--- src/rtl/md5_step_stage.sv ---
// One registered MD5 step; chain 64 of these (ROUND 0..63) for a fully unrolled,
// one-block-per-cycle MD5 datapath. The last step also folds in the IV feed-forward.
module md5_step_stage #(
  parameter int          ROUND     = 0,
  parameter logic [31:0] T_CONST   = 32'h00000000,
  parameter int          LROT_BITS = 7
) (
  input  logic        clk,
  input  logic        reset,
  input  logic [31:0] message,
  input  logic        i_valid,
  input  logic [31:0] i_a,
  input  logic [31:0] i_b,
  input  logic [31:0] i_c,
  input  logic [31:0] i_d,
  output logic        o_valid,
  output logic [31:0] o_a,
  output logic [31:0] o_b,
  output logic [31:0] o_c,
  output logic [31:0] o_d
);

  if (ROUND < 0 || ROUND > 63) begin : g_bad_round
    $fatal(1, "md5_step_stage: ROUND must be in 0..63");
  end
  if (LROT_BITS < 0 || LROT_BITS > 31) begin : g_bad_rot
    $fatal(1, "md5_step_stage: LROT_BITS must be in 0..31");
  end

  // Single-block feed-forward: only the final step adds the MD5 IV.
  localparam logic [31:0] FF_A = (ROUND == 63) ? 32'h67452301 : 32'h00000000;
  localparam logic [31:0] FF_B = (ROUND == 63) ? 32'hEFCDAB89 : 32'h00000000;
  localparam logic [31:0] FF_C = (ROUND == 63) ? 32'h98BADCFE : 32'h00000000;
  localparam logic [31:0] FF_D = (ROUND == 63) ? 32'h10325476 : 32'h00000000;

  logic [31:0] w_func;
  logic [31:0] w_sum;
  logic [31:0] w_rot;
  logic [31:0] w_next_a;
  logic [31:0] w_next_b;
  logic [31:0] w_next_c;
  logic [31:0] w_next_d;

  logic        r_valid;
  logic [31:0] r_a;
  logic [31:0] r_b;
  logic [31:0] r_c;
  logic [31:0] r_d;

  for (genvar gi = 0; gi < 32; gi++) begin : g_func
    if (ROUND < 16) begin : g_f
      assign w_func[gi] = (i_b[gi] & i_c[gi]) | (~i_b[gi] & i_d[gi]);
    end else if (ROUND < 32) begin : g_g
      assign w_func[gi] = (i_b[gi] & i_d[gi]) | (i_c[gi] & ~i_d[gi]);
    end else if (ROUND < 48) begin : g_h
      assign w_func[gi] = i_b[gi] ^ i_c[gi] ^ i_d[gi];
    end else begin : g_i
      assign w_func[gi] = i_c[gi] ^ (i_b[gi] | ~i_d[gi]);
    end
  end

  assign w_sum = i_a + w_func + T_CONST + message;

  // A zero rotate is split out so the right shift never reaches 32.
  if (LROT_BITS == 0) begin : g_norot
    assign w_rot = w_sum;
  end else begin : g_rot
    assign w_rot = (w_sum << LROT_BITS) | (w_sum >> (32 - LROT_BITS));
  end

  assign w_next_a = i_d + FF_A;
  assign w_next_b = i_b + w_rot + FF_B;
  assign w_next_c = i_b + FF_C;
  assign w_next_d = i_c + FF_D;

  always_ff @(posedge clk or posedge reset) begin
    if (reset) begin
      r_valid <= 1'b0;
      r_a     <= 32'h0;
      r_b     <= 32'h0;
      r_c     <= 32'h0;
      r_d     <= 32'h0;
    end else begin
      r_valid <= i_valid;
      if (i_valid) begin
        r_a <= w_next_a;
        r_b <= w_next_b;
        r_c <= w_next_c;
        r_d <= w_next_d;
      end
    end
  end

  assign o_valid = r_valid;
  assign o_a     = r_a;
  assign o_b     = r_b;
  assign o_c     = r_c;
  assign o_d     = r_d;

endmodule

--- config.mk ---
export PLATFORM = sky130hd
export DESIGN_NAME = md5_step_stage
export DESIGN_NICKNAME = d
export VERILOG_FILES = /design/src/rtl/md5_step_stage.sv
export SDC_FILE = /design/constraint.sdc
export NUM_CORES = 1
export LEC_CHECK = 0
export ABC_AREA = 1
export BUFFER_PORTS_ARGS = -buffer_cell sky130_fd_sc_hd__buf_4
export CAP_MARGIN = 5
export CORE_ASPECT_RATIO = 1.25
export CORE_MARGIN = 2
export CORE_UTILIZATION = 53
export CTS_CLUSTER_SIZE = 16
export DETAILED_ROUTE_END_ITERATION = 10
export GPL_ROUTABILITY_DRIVEN = 0
export PLACE_DENSITY = 0.85
export SYNTH_ARGS = -nofsm -noshare
export SYNTH_HDL_FRONTEND = slang
export SYNTH_SLANG_ARGS = --single-unit
--- constraint.sdc ---
create_clock -name clk -period 11.3 [get_ports clk]
set_input_delay 1.13 -clock clk [delete_from_list [all_inputs] [get_ports clk]]
set_output_delay 1.13 -clock clk [all_outputs]
set_load 0.05 [all_outputs]
## Word level (Yosys, flattened, before mapping)

Cells that the tools add are included.

- Output and inout port bits: 129
- Word-level logic and storage cells: 137
- Flip-flop bits (word level): 129

- Bitwise gates (word level): 129
- $add $sub $neg: 3

Operators with widths:

| kind | number |
|---|---|
| $add 32x32->32 | 3 |
| $and 1x1->1 | 64 |
| $not 1->1 | 32 |
| $or 1x1->1 | 32 |
| $or 32x7->32 | 1 |

## Longest topological paths before layout

Gate-level depths: netlist of run 1.

- Depth in word-level cells: 7
- Mapped depth: 30
- Depth with buffers taken out: 30

## Worst setup path before layout of run 1

No wires, ideal clock.

- Path type: input port to flip-flop
- Start point: in i_d[1]
- End point: reg r_b[18] (netlist: o_b[18])
- Setup time: 118 ps
- Stages on the path: 26
- Slack: 6773 ps
- Required time: 11182 ps
- Path buffers: 0
- Data arrival time: 4409 ps
- Cell sequence: o21ai_0 > fa_1 > inv_1 > ha_1 > inv_1 > fa_1 > o21ai_2 > nand2_2 > nand2_4 > a21oi_4 > inv_1 > nand2_1 > nand4_1 > nand2_1 > ha_1 > fa_1 > nand3_1 > nand2_1 > nand2_1 > nand2_1 > nand3_1 > nand2_2 > nand2_1 > nand3b_1 > nand3_1 > nand2_1

- Cells in the longest elaborated chain, start to end: 6

Ends and longest elaborated chain:

| item | RTL line | RTL |
|---|---|---|
| start, declared | 15 | `input logic [31:0] i_d,` |
| $and 1x1->1 | 52 | `assign w_func[gi] = (i_b[gi] & i_c[gi]) \| (~i_b[gi] & i_d[gi]);` |
| $or 1x1->1 | 52 |  |
| $add 32x32->32 (2 in a row) | 62 | `assign w_sum = i_a + w_func + T_CONST + message;` |
| $or 32x7->32 | 68 | `assign w_rot = (w_sum << LROT_BITS) \| (w_sum >> (32 - LROT_BITS));` |
| $add 32x32->32 | 72 | `assign w_next_b = i_b + w_rot + FF_B;` |
| end signal, assigned | 87 | `r_b <= w_next_b;` |
| end, declared | 46 | `logic [31:0] r_b;` |

No other way between the ends.
A chain may end at the register's enable or synchronous reset.

## Final worst setup path of run 1

- Start point: in i_b[1]
- End point: reg r_b[18] (netlist: o_b[18])

- Cells in the longest elaborated chain, start to end: 7
- Elaborated cells on any way between the ends: 8
- Those cells by class: add/sub: 3; bitwise: 5

Ends and longest elaborated chain:

| item | RTL line | RTL |
|---|---|---|
| start, declared | 13 | `input logic [31:0] i_b,` |
| $not 1->1 | 52 |  |
| $and 1x1->1 | 52 |  |
| $or 1x1->1 | 52 |  |
| $add 32x32->32 (2 in a row) | 62 |  |
| $or 32x7->32 | 68 |  |
| $add 32x32->32 * | 72 |  |

Every way passes the cells marked *; elsewhere a longest branch is shown, timed or not.

==> results summary, run 1 <==
The maximum clock path buffer count is 2. The register bit total from synthesis is 129. For this design, the sink count on the clock tree is 129. Yosys mapped a number of flops with a built-in enable equal to 0.

The overall routing resource usage came out at 0.3231. Of all cell types, the one taking the most synthesized area is sky130_fd_sc_hd__dfrtp_1. In the final layout, the share of cells above drive strength 1 is 0.2296. The utilization after layout is 0.7090.

The number of pins with negative max-slew slack in the final report is 0. The per-instance average area after synthesis is roughly 7.2 um2. The count of nets after finishing came out at 1887. The worst setup path is captured at a flip-flop. The max-capacitance violation count is 0. After clock tree synthesis, the clock-pin slew on the worst setup and hold paths is roughly 60 ps.

Among all flip-flop cells after synthesis, the most frequent one is sky130_fd_sc_hd__dfrtp_1. The count of final hold-check violations came to 0. The first detailed-routing pass took 6 iterations.

Entering global routing, the biggest net connects 111 pins. The overall die area came out at roughly 19000 um2. The antenna cell count came out at 0.

The data arrival at the endpoint of the critical path is 5120 ps. The number of placed instances, taps included, is 1839. The required time at the worst-slack endpoint is between 10000 and 15000 ps. The first-pass GRT wire length is ~50000 um.

For this run, the number of Yosys warnings is 0. The post-route non-filler standard cell count came out at about 1900. The net count after synthesis came out at 1601.

Setup repair after global routing left no endpoint under its margin. The total of endpoints with negative setup slack in the final report came out at 0. The global route total overflow came out at 0.

For the finished layout, the period the worst path requires is roughly 4800 ps. The deepest level of the CTS H-tree came out at 4. The clock buffer count from CTS came out at 17. In this run the count of I/O pins placed on the die edge is 292.

Relative to the synthesized area, the layout overhead comes to 31.71%. The largest driver fanout on the critical path came out at 5. The number of global-route vias before repair came out at ~10000.

The path class of the tightest hold or removal check is flip-flop to flip-flop. The summed negative setup slack over all endpoints is 0 ps. The effective utilization at floorplan came out at 0.5383.

The worst hold slack is 471.3 ps. The count of fill cells added during filler insertion came out at 1537. The initial antenna violation count is 0. Counting every instance in the synthesized netlist gives 1344. Sorting the synthesized cells by how often they occur yields 540 x sky130_fd_sc_hd__nand2_1, 141 x sky130_fd_sc_hd__inv_1, 129 x sky130_fd_sc_hd__dfrtp_1. The post-DP HPWL is approximately 25000 um.

The placeable core region came out at 17960 um2. The power density normalized to cell area is 227.5 nW/um2. The worst-case IR drop observed on VDD is between 0.1 and 0.15 mV.

Across the whole layout, storage elements account for 3228 um2. The floorplan step set the die width to 124.8 um. The clock reaches the later pin of the worst-skew pair after around 420 ps. Across all register-to-register paths, the minimum setup slack is around 11000 ps. The number of distinct library cells after synthesis came out at 40. For this run, the top clock speed supported by timing is 0.2082 GHz.

The post-CTS setup-driven buffer insertion count is 0. The number of hold-repair buffers added at the cts stage came out at 0. The count of vias placed by the detailed router came out at 10162. The post-synthesis cell area came out at 9668 um2.

The share of the synthesized area in the top cell type came out at 0.3339. The worst-margin pin slew came out at 1037 ps. The register area share after synthesis is 0.3339. After synthesis, the cell types taking the most area are sky130_fd_sc_hd__dfrtp_1 33%, sky130_fd_sc_hd__nand2_1 21%, sky130_fd_sc_hd__ha_1 7.9%. After detailed routing, the total wire length is 31280 um. The clock root buffer master is sky130_fd_sc_hd__clkbuf_16. In the final layout, the multi-input gates occupy between 5000 and 6000 um2. In the routed design, unresolved DRC markers number 0.

Dividing the final minimum period by the clock period gives 0.4251. Counting flops with an async set or reset pin after synthesis yields a share of 1.000. The count of instances resized after the clock tree is built is 0. TritonCTS built the clock tree. The final setup skew came out at 0 ps. The kind of critical path is input pin to flip-flop. The post-detailed-route via-to-cell ratio is 5.434. The element type at the critical path start is an input pin. The wire length per cell after detailed routing came out at ~17 um. The first routing iteration left 786 violations. Headroom to the max-slew limit came out at 0.3090. The final antenna-violating net count came out at 0. The number of standard-cell rows in the floorplan is 55. The number of port buffers came out at 291.

The die height came out at 155.0 um. The flow ran to the end, and the final reports show no timing, DRC or antenna violations. The static leakage came out at approximately 7 nW. sky130_fd_sc_hd__nand2_1 is the most common cell in the netlist.
==> cell type report <==
cell class | instances | area share
Sequential cell | 129 | 0.2535
Inverter | 143 | 0.04274
Tap cell | 228 | 0.02240
Clock buffer | 19 | 0.03478
Multi-Input combinational cell | 1045 | 0.4550
Clock inverter | 12 | 0.01818
Timing Repair Buffer | 294 | 0.1733
==> routing by layer <==
| layer | GRT usage | vias to the layer above | part of all wire |
|---|---|---|---|
| met3 | 0.06981 | 130 | 0.077 |
| li1 | - | 4832 | - |
| met5 | 0 | - | 0 |
| met1 | 0.3775 | 4691 | 0.38 |
| met2 | 0.5530 | 509 | 0.49 |
| met4 | 0.1825 | 0 | 0.058 |
==> stage by stage <==
stage	power [mW]	worst slack, ps	instance area [um2]
after floorplan	1.746	6729	9668
after global placement	2.200	6275	12060
after detailed placement	2.231	6147	12060
after CTS	2.883	6553	12730
after global routing	3.073	6231	12730
final	2.897	6496	12730
==> worst max-delay path, stage by stage <==
cell and delay, ps:
sky130_fd_sc_hd__buf_4 140, sky130_fd_sc_hd__o21ai_0 220, sky130_fd_sc_hd__fa_1 470, sky130_fd_sc_hd__inv_1 80
sky130_fd_sc_hd__ha_1 150, sky130_fd_sc_hd__inv_1 60, sky130_fd_sc_hd__fa_1 420, sky130_fd_sc_hd__o21ai_2 270
sky130_fd_sc_hd__nand2_2 100, sky130_fd_sc_hd__nand2_4 110, sky130_fd_sc_hd__a21oi_4 70, sky130_fd_sc_hd__inv_1 50
sky130_fd_sc_hd__nand2_1 60, sky130_fd_sc_hd__nand4_1 70, sky130_fd_sc_hd__nand2_1 110, sky130_fd_sc_hd__ha_1 230
sky130_fd_sc_hd__fa_1 410, sky130_fd_sc_hd__nand3_1 90, sky130_fd_sc_hd__nand2_1 100, sky130_fd_sc_hd__nand2_1 90
sky130_fd_sc_hd__nand2_1 90, sky130_fd_sc_hd__nand3_1 130, sky130_fd_sc_hd__nand2_2 110, sky130_fd_sc_hd__nand2_1 110
sky130_fd_sc_hd__nand3b_1 90, sky130_fd_sc_hd__nand3_1 90, sky130_fd_sc_hd__nand2_1 60
==> kinds of logic after synthesis <==
logic type,after synthesis,share of synthesized area
buffers and inverters,170,0.06678
DFF,129,0.3339
and+or+nand+nor,723,0.3092
adders and majority gates,94,0.1473
xor gates and xnor gates,38,0.03442
AOI/OAI and AO/OA,190,0.1085
==> where the power goes <==
group / leakage [nW] / internal, mW / switching, mW / total [mW]
sequential: 1.57 / 0.551 / 0.0597 / 0.611
clock: 0.324 / 0.421 / 0.220 / 0.641
combinational: 5.04 / 0.540 / 1.11 / 1.65
==> state kept, by name, summed over array words and instances (netlist names) <==
signal and cells:
o_d 32, o_valid 1, o_a 32, o_b 32
o_c 32
==> cells in the final DEF (no fill, tap or decap), types with 8 or more instances in the layout <==
master	instances
sky130_fd_sc_hd__ha_1	61
sky130_fd_sc_hd__xnor2_1	23
sky130_fd_sc_hd__nand4_1	8
sky130_fd_sc_hd__inv_1	140
sky130_fd_sc_hd__nor3_1	9
sky130_fd_sc_hd__a21oi_2	9
sky130_fd_sc_hd__o21ai_0	93
sky130_fd_sc_hd__nor2_1	70
sky130_fd_sc_hd__dfrtp_1	129
sky130_fd_sc_hd__fa_1	33
sky130_fd_sc_hd__clkbuf_16	17
sky130_fd_sc_hd__buf_4	294
sky130_fd_sc_hd__nand2_2	18
sky130_fd_sc_hd__xor2_1	15
sky130_fd_sc_hd__a21oi_1	62
sky130_fd_sc_hd__nand3_1	47
sky130_fd_sc_hd__nand2_1	540
==> final timing paths <==
check | from | end | depth (start not counted)
worst max-delay path | i_b[1] | o_b[18]$_DFFE_PP0P_ | 27
worst min-delay path | o_c[11]$_DFFE_PP0P_ | o_c[11]$_DFFE_PP0P_ | 2
worst max register to register | o_b[9]$_DFFE_PP0P_ | o_b[9]$_DFFE_PP0P_ | 2
worst min register to register | o_c[11]$_DFFE_PP0P_ | o_c[11]$_DFFE_PP0P_ | 2
max in group asynchronous | reset | o_a[17]$_DFFE_PP0P_ | 3
min in group asynchronous | reset | o_b[0]$_DFFE_PP0P_ | 2
Power figures use the tool's default switching activity.
==> run 2, diff against run 1 <==
Settings changed: ABC_AREA 1 to 0, CORE_UTILIZATION 53 to 47, PLACE_DENSITY 0.85 to 0.81.
Clock period 11.3 ns to 4 ns, I/O delays scaled along.
==> run 2 against run 1 <==
Effect of this change: the run now ends with negative setup slack left; critical path depth shrank 3; sequential power rose to 2.9 times the previous value; clock skew is the same; via count is 18% lower; clock power up 130%; sequential cell count stayed put; register-to-register slack worse by 7500 ps; core utilization grew 4.0 points; die area grew 2.7%; combinational power rose to 3.7 times the previous value; count of clock-buffer cells in the layout is the same; non-clock buffer count rose by 209; critical endpoint is now o_b[24]$_DFFE_PP0P_; largest power group unchanged.
==> results summary, run 2 <==
Of the post-synthesis cell area, the dominant cell type holds 0.3663. The signed area change from the synthesized netlist to the final layout is 57.72%. The antenna cell count is 0. Setup repair after global routing could not meet its margin everywhere. In this run the number of H-tree levels came out at 4.

The number of port buffers is 291. The DRC violation total after the first TritonRoute iteration is about 560. The root buffer cell chosen for the clock tree is sky130_fd_sc_hd__clkbuf_16. The power density normalized to cell area is roughly 680 nW/um2.

In this run, synthesis produced a sequential element count of 129. Summed over all instances, the cell type with the most area after synthesis is sky130_fd_sc_hd__dfrtp_1. The number of flops mapped to enable cells by yosys is 0. The worst register-to-register path ends at o_b[31]$_DFFE_PP0P_.

The maximum number of pins on one net before global-route repair came out at 100. The clock slew at the register clock pins of the worst setup and hold paths came out at 60 ps. Counting flops with an async set or reset pin after synthesis yields a share of 1.000.

The count of final hold-check violations is 0. For this run, the top clock speed supported by timing is 0.2003 GHz. In this run the worst hold path is classified as input pin to asynchronous set/reset pin. The global route total overflow is 0.

The worst setup path is launched from an input pin. For this design, the sink count on the clock tree is approximately 130. For the worst flop-to-flop path, the logic depth is 2. The minimum setup slack in the final design is -993.7 ps. The post-DP HPWL came out at 21600 um. The instance count after placement with tap cells included came out at 1455. For this run, the detailed router's first-pass iteration total came to 5.

The clock buffer count from CTS is 17. IR analysis of the VDD net gives a maximum drop of 0.3913 mV. The effective utilization at floorplan came out at 0.4746. The required time at the worst-slack endpoint is 4310 ps.

The worst-margin pin slew is 948.1 ps. TritonCTS built the clock tree. The total of warnings raised by yosys is 0. The total of endpoints with negative setup slack in the final report came out at 28. The utilization after layout is 0.7485. The library cell used most frequently in the layout, excluding fill and tap cells, is sky130_fd_sc_hd__buf_4.

The number of pins with negative max-slew slack in the final report came out at 0. The number of global-route vias before repair came out at ~9000. The setup check on the worst reg-to-reg path leaves a slack of 3060 ps. For this run, the number of standard cells in the final layout without fillers is about 1500. A synthesized cell averages 11.52 um2. The clock latency on the worst-skew pair came out at 430 ps. The count of vias placed by the detailed router came out at between 8000 and 9000.

The gate count of the mapped netlist came out at around 770. The static leakage came out at 6.658 nW. By count the netlist is led by 147 x sky130_fd_sc_hd__mux2_2, 129 x sky130_fd_sc_hd__dfrtp_1, 61 x sky130_fd_sc_hd__ha_1.

The kind of critical path is input pin to flip-flop. The count of nets after finishing is 1524. The critical path ends at o_b[24]$_DFFE_PP0P_.

In the layout the commonest cells are 487 x sky130_fd_sc_hd__buf_4, 129 x sky130_fd_sc_hd__mux2_2, 129 x sky130_fd_sc_hd__dfrtp_1. The clock passes through at most 2 buffers. In this run the vertical extent of the chip is ~160 um. In this run the worst setup path begins at i_b[2]. The die is roughly 130 um wide. The final reports fail on negative setup slack.

In the final layout, the share of cells above drive strength 1 is 0.6023. The overall routing resource usage is 0.2762. In this run the critical register-to-register path is launched from o_b[31]$_DFFE_PP0P_. The cell with the most instances after synthesis is sky130_fd_sc_hd__mux2_2. For this run, design rule violations remaining after detail routing come to 0. The number of distinct library cells after synthesis came out at 67. Data on the critical path arrives at its endpoint at 5300 ps. The placeable core region came out at 18570 um2. Summing every instance area after synthesis gives 8812 um2. The most used flip-flop cell after synthesis is sky130_fd_sc_hd__dfrtp_1.

In the finished design, the share of the clock period the worst path needs comes to 1.248. Buffers inserted to repair hold after CTS numbered 0. Pin placement for this block handled 292 I/O pins.

The post-route total power came out at 9.391 mW. The largest driver fanout on the critical path came out at 3. The overall die area is 19870 um2.

The initial antenna violation count is 0. Measured against its own limit, the worst slew margin works out to 0.3679. The register area share after synthesis came out at 0.3663. The first-pass GRT wire length is ~44000 um. The worst hold slack is 162.6 ps.

After detailed routing, the average wire length per cell comes to approximately 19 um. When the netlist entered floorplanning its net count stood at slightly above 1000. The post-detailed-route via-to-cell ratio is 5.519.

Sorting the synthesized cells by area gives the leading types as sky130_fd_sc_hd__dfrtp_1 37%, sky130_fd_sc_hd__mux2_2 19%, sky130_fd_sc_hd__ha_1 8.7%. Max-cap violations in this run came to 0. The time the worst path needs with I/O delays and setup is 4994 ps. The worst setup path is captured at a flip-flop.

The final antenna-violating net count came out at 0. The final setup skew is 0 ps. The final routed wirelength across all metal layers came out at approximately 29000 um. The run finished, with violations left. The floorplan has 56 rows.
[run 2: cell count changes in the layout (fill, tap and decap cells not counted), moves of 15 or more]
cell,delta
sky130_fd_sc_hd__mux2_4,+19
sky130_fd_sc_hd__nand3_1,-36
sky130_fd_sc_hd__a21oi_1,-25
sky130_fd_sc_hd__nor2_1,-46
sky130_fd_sc_hd__buf_4,+193
sky130_fd_sc_hd__mux2_2,+129
sky130_fd_sc_hd__o21ai_0,-76
sky130_fd_sc_hd__buf_6,+15
sky130_fd_sc_hd__inv_1,-118
sky130_fd_sc_hd__nand2_1,-512
[run 2: timing repair]
action,in CTS,in global routing
setup endpoints to repair,27,29
endpoints found under the hold margin,0,0
gates resized for setup,50,46
setup buffers,14,14
pin swaps,34,27
[run 2: cells by family (layout without fill, tap and decap cells)]
group,count (synthesis),in the layout,share of synthesized area
AOI/OAI and AO/OA,163,163,0.1271
muxes,151,151,0.1930
and+or+nand+nor,131,131,0.07568
DFF,129,129,0.3663
adders and majority gates,94,94,0.1616
xor gates and xnor gates,54,54,0.05367
buffers and inverters,43,558,0.02272
[run 2: layout make-up]
type                            count  area [um2]
Multi-Input combinational cell    593        5894
Timing Repair Buffer              503        3840
Clock buffer                       19       452.9
Fill cell                        1210        4669
Inverter                           23       91.34
Tap cell                          232       290.3
Sequential cell                   129        3228
Clock inverter                     13       101.3
[run 2: worst min-delay path by stage]
stage | end | slack [ps] | cells past startpoint
floorplan | o_valid$_DFF_PP0_ | 430 | 0
global placement | o_b[11]$_DFFE_PP0P_ | 470 | 2
detailed placement | o_b[4]$_DFFE_PP0P_ | 480 | 1
CTS | o_a[5]$_DFFE_PP0P_ | 200 | 2
global route | o_a[5]$_DFFE_PP0P_ | 200 | 2
finish | o_a[1]$_DFFE_PP0P_ | 160 | 2
[run 2: worst max-delay path, stage by stage]
cell                       delay [ps]
sky130_fd_sc_hd__buf_4            120
sky130_fd_sc_hd__mux2_4           310
sky130_fd_sc_hd__fa_1             540
sky130_fd_sc_hd__inv_1             80
sky130_fd_sc_hd__fa_2             390
sky130_fd_sc_hd__nand2b_4         160
sky130_fd_sc_hd__a21oi_4          170
sky130_fd_sc_hd__o311ai_4         110
sky130_fd_sc_hd__nand3_2          130
sky130_fd_sc_hd__nand2_2           90
sky130_fd_sc_hd__o21ai_4          170
sky130_fd_sc_hd__a21oi_1          100
sky130_fd_sc_hd__xnor2_1          140
sky130_fd_sc_hd__ha_2             200
sky130_fd_sc_hd__fa_2             400
sky130_fd_sc_hd__a211oi_2         330
sky130_fd_sc_hd__o21bai_2         140
sky130_fd_sc_hd__a21oi_2          200
sky130_fd_sc_hd__a31oi_2          130
sky130_fd_sc_hd__a31o_4           270
sky130_fd_sc_hd__a21oi_4          160
sky130_fd_sc_hd__o221ai_2         120
sky130_fd_sc_hd__xor2_1           150
sky130_fd_sc_hd__mux2_4           270
[run 2: routing by layer]
metal  wire length (um)  GRT usage  share of wire
met5                  0          0              0
met4               1286     0.1172          0.044
met1              10260     0.2886           0.35
met3               1567    0.06220          0.054
met2              16180     0.5271           0.55
[run 2: power by group]
group          internal [mW]  switching [mW]
combinational           2.88            3.28
clock                  0.834           0.648
sequential              1.58           0.165
[run 2: per-stage QoR]
| step | area (um2) | TNS [ps] | setup slack, ps |
|---|---|---|---|
| after floorplan | 8947 | -15750 | -982.5 |
| after global placement | 12720 | -26270 | -1250 |
| after detailed placement | 12720 | -29130 | -1370 |
| after CTS | 13590 | -15200 | -813.1 |
| after global routing | 13900 | -24350 | -1139 |
| final | 13900 | -20070 | -993.7 |
